--- config.mk ---
export PLATFORM = sky130hd
export DESIGN_NAME = uart_packet_rx
export DESIGN_NICKNAME = d
export VERILOG_FILES = /design/src/rtl/uart_packet_rx.sv
export SDC_FILE = /design/constraint.sdc
export NUM_CORES = 1
export LEC_CHECK = 0
export CAP_MARGIN = 5
export CELL_PAD_IN_SITES_DETAIL_PLACEMENT = 2
export CELL_PAD_IN_SITES_GLOBAL_PLACEMENT = 2
export CORE_ASPECT_RATIO = 0.6
export CORE_MARGIN = 5
export CORE_UTILIZATION = 34
export DETAILED_ROUTE_END_ITERATION = 6
export PLACE_DENSITY_LB_ADDON = 0.3
export SYNTH_ARGS = -nofsm -noshare
export SYNTH_HDL_FRONTEND = slang
export SYNTH_SLANG_ARGS = --single-unit
--- constraint.sdc ---
create_clock -name clk -period 14.45 [get_ports clk]
set_clock_uncertainty 0.2 [all_clocks]
set_input_delay 1.445 -clock clk [delete_from_list [all_inputs] [get_ports clk]]
set_output_delay 1.445 -clock clk [all_outputs]
set_load 0.02 [all_outputs]
--- src/rtl/uart_packet_rx.sv ---
// rtl/uart_packet_rx.sv - delimits SYNC/LEN/payload/CHK packets from a UART byte stream
// and releases checksum-verified payload words over a valid/ready handshake.
module uart_packet_rx #(
  parameter logic [7:0] SYNC_BYTE      = 8'hA5,
  parameter int         MAX_WORDS      = 4,
  parameter int         TIMEOUT_CYCLES = 100000
) (
  input  logic        clk,
  input  logic        reset,
  input  logic [7:0]  rx_data,
  input  logic        rx_valid,
  input  logic        rx_error,
  output logic [31:0] word_out,
  output logic        word_valid,
  output logic        word_last,
  input  logic        word_ready,
  output logic        busy,
  output logic [3:0]  err_status,
  input  logic        err_clear
);

  localparam int WIDX = $clog2(MAX_WORDS) + 1;
  localparam int AW   = (MAX_WORDS > 1) ? $clog2(MAX_WORDS) : 1;
  localparam int TW   = (TIMEOUT_CYCLES > 1) ? $clog2(TIMEOUT_CYCLES) : 1;
  localparam logic [TW-1:0] TMO_MAX = TW'(TIMEOUT_CYCLES - 1);

  typedef enum logic [2:0] {S_IDLE, S_LEN, S_PAYLOAD, S_CHECK, S_DRAIN} state_t;

  state_t            state_q, state_d;
  logic [WIDX-1:0]   len_q, len_d, word_q, word_d, rd_q, rd_d, rd_nxt;
  logic [1:0]        byte_q, byte_d;
  logic [7:0]        acc_q, acc_d;
  logic [TW-1:0]     tmo_q, tmo_d;
  logic [31:0]       buf_q [MAX_WORDS];
  logic [31:0]       buf_d [MAX_WORDS];
  logic [31:0]       word_out_q, word_out_d;
  logic              word_valid_q, word_valid_d, word_last_q, word_last_d;
  logic              busy_q, busy_d;
  logic [3:0]        err_q, err_d, err_set;

  always_comb begin
    state_d      = state_q;
    len_d        = len_q;
    word_d       = word_q;
    rd_d         = rd_q;
    rd_nxt       = rd_q + WIDX'(1);
    byte_d       = byte_q;
    acc_d        = acc_q;
    tmo_d        = tmo_q;
    buf_d        = buf_q;
    word_out_d   = word_out_q;
    word_valid_d = word_valid_q;
    word_last_d  = word_last_q;
    err_set      = 4'b0000;

    case (state_q)
      S_IDLE: begin
        if (rx_valid && !rx_error && rx_data == SYNC_BYTE) begin
          state_d = S_LEN;
          tmo_d   = '0;
        end
      end
      S_LEN, S_PAYLOAD, S_CHECK: begin
        if (rx_error) begin
          err_set[3] = 1'b1;
          state_d    = S_IDLE;
        end else if (rx_valid) begin
          tmo_d = '0;
          if (state_q == S_LEN) begin
            // Length is judged on all 8 bits so oversize values never alias.
            if (rx_data != 8'd0 && rx_data <= 8'(MAX_WORDS)) begin
              len_d   = rx_data[WIDX-1:0];
              acc_d   = rx_data;
              byte_d  = 2'd0;
              word_d  = '0;
              state_d = S_PAYLOAD;
            end else begin
              err_set[1] = 1'b1;
              state_d    = S_IDLE;
            end
          end else if (state_q == S_PAYLOAD) begin
            buf_d[word_q[AW-1:0]][{byte_q, 3'b000} +: 8] = rx_data;
            acc_d  = acc_q ^ rx_data;
            byte_d = byte_q + 2'd1;
            if (byte_q == 2'd3) begin
              word_d = word_q + WIDX'(1);
              if (word_q == len_q - WIDX'(1)) state_d = S_CHECK;
            end
          end else if (rx_data == acc_q) begin
            state_d      = S_DRAIN;
            rd_d         = '0;
            word_out_d   = buf_q[0];
            word_valid_d = 1'b1;
            word_last_d  = (len_q == WIDX'(1));
          end else begin
            err_set[0] = 1'b1;
            state_d    = S_IDLE;
          end
        end else if (tmo_q == TMO_MAX) begin
          err_set[2] = 1'b1;
          state_d    = S_IDLE;
        end else begin
          tmo_d = tmo_q + TW'(1);
        end
      end
      S_DRAIN: begin
        if (rx_valid) err_set[3] = 1'b1;
        if (word_ready) begin
          if (word_last_q) begin
            word_valid_d = 1'b0;
            word_last_d  = 1'b0;
            state_d      = S_IDLE;
          end else begin
            rd_d        = rd_nxt;
            word_out_d  = buf_q[rd_nxt[AW-1:0]];
            word_last_d = (rd_nxt == len_q - WIDX'(1));
          end
        end
      end
      default: state_d = S_IDLE;
    endcase

    // A new error in the same cycle as err_clear survives the clear.
    err_d  = (err_clear ? 4'b0000 : err_q) | err_set;
    busy_d = (state_d != S_IDLE);
  end

  always_ff @(posedge clk or posedge reset) begin
    if (reset) begin
      state_q      <= S_IDLE;
      len_q        <= '0;
      word_q       <= '0;
      rd_q         <= '0;
      byte_q       <= '0;
      acc_q        <= '0;
      tmo_q        <= '0;
      buf_q        <= '{default: '0};
      word_out_q   <= '0;
      word_valid_q <= 1'b0;
      word_last_q  <= 1'b0;
      busy_q       <= 1'b0;
      err_q        <= '0;
    end else begin
      state_q      <= state_d;
      len_q        <= len_d;
      word_q       <= word_d;
      rd_q         <= rd_d;
      byte_q       <= byte_d;
      acc_q        <= acc_d;
      tmo_q        <= tmo_d;
      buf_q        <= buf_d;
      word_out_q   <= word_out_d;
      word_valid_q <= word_valid_d;
      word_last_q  <= word_last_d;
      busy_q       <= busy_d;
      err_q        <= err_d;
    end
  end

  assign word_out   = word_out_q;
  assign word_valid = word_valid_q;
  assign word_last  = word_last_q;
  assign busy       = busy_q;
  assign err_status = err_q;

endmodule
==> impl_metrics.toml <==
[status]
status = "completed"

[worst_setup_path]
crit_buf_inv = 1
crit_type = "input pin to flip-flop"
r2r_end = "word_out[9]$_DFFE_PP0P_"
critPathMaxStageDelay_ns = 0.88
r2r-start = "rd_q[0]$_DFFE_PP0P_"
crit_slowest_cell = "o21a_2"
critPathMaxFanout = 35
startpoint_type = "input pin"
rrSetupSlack_ns = 10.55
cp.required_ns = 14.64
end_kind = "flip-flop"
crit_family = "compound AO/OA/AOI/OAI gates"
cp.arrival_ns = 4.24
crit_chain = "clkdlybuf4s50_1 > xnor2_1 > nand4_1 > nor4_1 > o21a_2 > mux2_1"
rr_worst_depth = 7

[layout]
mostFrequentLayoutCells = "206 x dfrtp_1, 184 x nand2_1, 126 x o21ai_1, 63 x a21oi_1, 52 x clkdlybuf4s50_1"
postLayoutCellArea_um2 = 11200
nets = 1047
drive_gt1_share_pct = 9.96
regArea_um2 = 5150
fillCellCount = 3042
final_common_cell = "dfrtp_1"
syn2layout_area_growth_pct = 14.6
multi_input_area_um2 = 4240
final_core_util_pct = 39.3
insertedDiodeCount = 0

[sta]
finalCritPeriodShare_pct = 28.0
hold_viol_final = 0
tightest_slew_ns = 1.13
tns_ns = 0
relSlewSlack_pct = 24.7
maxSlewViolCount = 0
max_freq_mhz = 247
rsz0062_at_grt = "no"
finalSetupViolations = 0
post-route-min-period_ns = 4.05
worst_slack_ns = 10.40

[floorplan]
initial_core_util_pct = 34.3
rows = 48
die_width_um = 229
dieHeight_um = 141
num_io_pins = 53
fp.dieArea_um2 = 32400
core_um2 = 28500

[clocking]
htreeDepth = 1
cts_setup_buffers = 0
ctsResizeCount = 0
cts_inserted_buffers = 23
clock_path_buffers = 3
clkSinkCount = 206
cts_root_buffer = "clkbuf_16"
clk_latency_ns = 0.52
cts_tree = "built"
clk_pin_slew_worst_paths_ns = 0.06
postCtsHoldBufs = 0

[global_route]
grt_pass1_wl_um = 49100
track_usage_pct = 18.8
antenna_found_initial = 0
grt.overflow.total = 0
grt_max_degree = 136
grt_pass1_vias = 8408

[drt]
detail_route.wl_per_cell_um = 21.4
wirelength_um = 30200
vias = 7599
drtPass1Iterations = 4
drt-initial-drc-count = 363
ant_nets = 0
drc = 0
vias_per_cell = 5.39

[synthesis]
synthFlopType = "dfrtp_1"
synth_cells = 992
synth_edf_count = 0
synthArstFlopShare_pct = 100
synth.avg_cell_area_um2 = 9.85
synth_cell_types = 62
seq_area_frac_synth_pct = 52.7
synthesis.nets = 1019
ys_warn_count = 0
synth_area_um2 = 9780
synth-seq-cells = 206

[placed_design]
dpl-instance-area_um2 = 10500
post-dp-hpwl_um = 19900
dpl_worst_slack_ns = 9.81
gp_congestion = 0.777
io_buffers = 52

[min_path]
min_path_cells = 2
hold_path_end = "buf_q[69]$_DFFE_PP0P_"
worstHoldStart = "buf_q[69]$_DFFE_PP0P_"
hp-class = "flip-flop to flip-flop"

[power]
p_total_mw = 1.18
power_density_nw_per_um2 = 105
irDropWorstVdd_uv = 55.0
leakage_nw = 4.78

[job]
max-cap-violations = 0
[registers in the layout, indices dropped and copies added (netlist names)]
name and count:
tmo_q 17, word_out 32, rd_q 3, word_last 1, buf_q 128, byte_q 2, err_status 4, word_valid 1
len_q 3, acc_q 8, busy 1, word_q 3, state_q 3
[synthesized netlist by cell type, drive strengths merged (4+ instances only)]
library cell,count,area (µm²)
mux2,65,732
nor3b,7,68.8
nor2,47,181
ha,13,163
o31ai,14,105
nand4,5,31.3
o22ai,34,213
clkbuf,20,75.1
dfrtp,206,5150
nand3,35,258
nand2b,6,37.5
nor4,4,25.0
or4,11,86.3
buf,41,250
nor2b,4,25.0
o21ai,146,731
nand2,185,694
and3,9,56.3
nor3,7,51.3
a21oi,64,320
inv,17,63.8
and4,4,37.5
xnor2,14,123
[per-stage QoR]
step | cells | hold WS, ns
2_1_floorplan | 992 | 0.246
3_3_place_gp | 1370 | 0.259
3_5_place_dp | 1370 | 0.271
4_1_cts | 1409 | 0.284
5_1_grt | 1409 | 0.309
6_report | 1409 | 0.280
[metal layers]
| metal | vias up | part of all wire [%] | routed length [µm] | global-route usage (%) |
|---|---|---|---|---|
| met5 | - | 0 | 0 | 0 |
| met4 | 0 | 1.7 | 511 | 3.32 |
| met3 | 33 | 3.7 | 1120 | 2.74 |
| met2 | 95 | 44 | 13100 | 29.4 |
| met1 | 3904 | 51 | 15400 | 28.2 |
| li1 | 3567 | - | - | - |
[worst max path at each step]
stage / from / to / slack, ns / cells after the start
after floorplan: reset / acc_q[0]$_DFFE_PP0P_ / 7.18 / 1
after global placement: rx_data[5] / word_out[15]$_DFFE_PP0P_ / 9.91 / 6
after detailed placement: rx_data[5] / word_out[7]$_DFFE_PP0P_ / 9.81 / 6
after CTS: rx_data[5] / word_out[7]$_DFFE_PP0P_ / 10.34 / 6
after global routing: rx_data[5] / tmo_q[3]$_DFFE_PP0P_ / 10.10 / 6
final: rx_data[5] / word_out[7]$_DFFE_PP0P_ / 10.40 / 6
[worst reg2reg max path: stages, from the launching register on]
cell     delay (ns)
dfrtp_1        0.33
buf_4          0.49
ha_1           0.75
buf_4          0.46
nand2_2        0.63
o22ai_1        0.43
a21oi_1        0.16
mux2_1         0.33
[cell families (layout without fill, tap and decap cells)]
| group | count (synthesis) | after routing | synth area share (%) |
|---|---|---|---|
| and+or+nand+nor | 333 | 333 | 16.7 |
| AOI/OAI and AO/OA | 278 | 278 | 15.7 |
| DFF | 206 | 206 | 52.7 |
| buffers and inverters | 78 | 120 | 3.98 |
| muxes | 68 | 68 | 7.79 |
| xor gates and xnor gates | 16 | 16 | 1.43 |
| adders and majority gates | 13 | 13 | 1.66 |
[power by group]
part	total [mW]	internal (mW)	leakage, nW	switching (mW)
sequential	0.586	0.581	2.82	0.00524
clock	0.543	0.305	0.316	0.238
combinational	0.0493	0.0137	1.64	0.0356
[final cells by class]
class | instances | area share [%]
repair buffers | 64 | 5.45
flip-flops and latches | 206 | 46.0
clock buffers | 37 | 5.78
inverters | 17 | 0.636
well taps | 375 | 4.19
multi-input cells | 708 | 37.8
clock inverters | 2 | 0.112
Power figures use the tool's default switching activity.
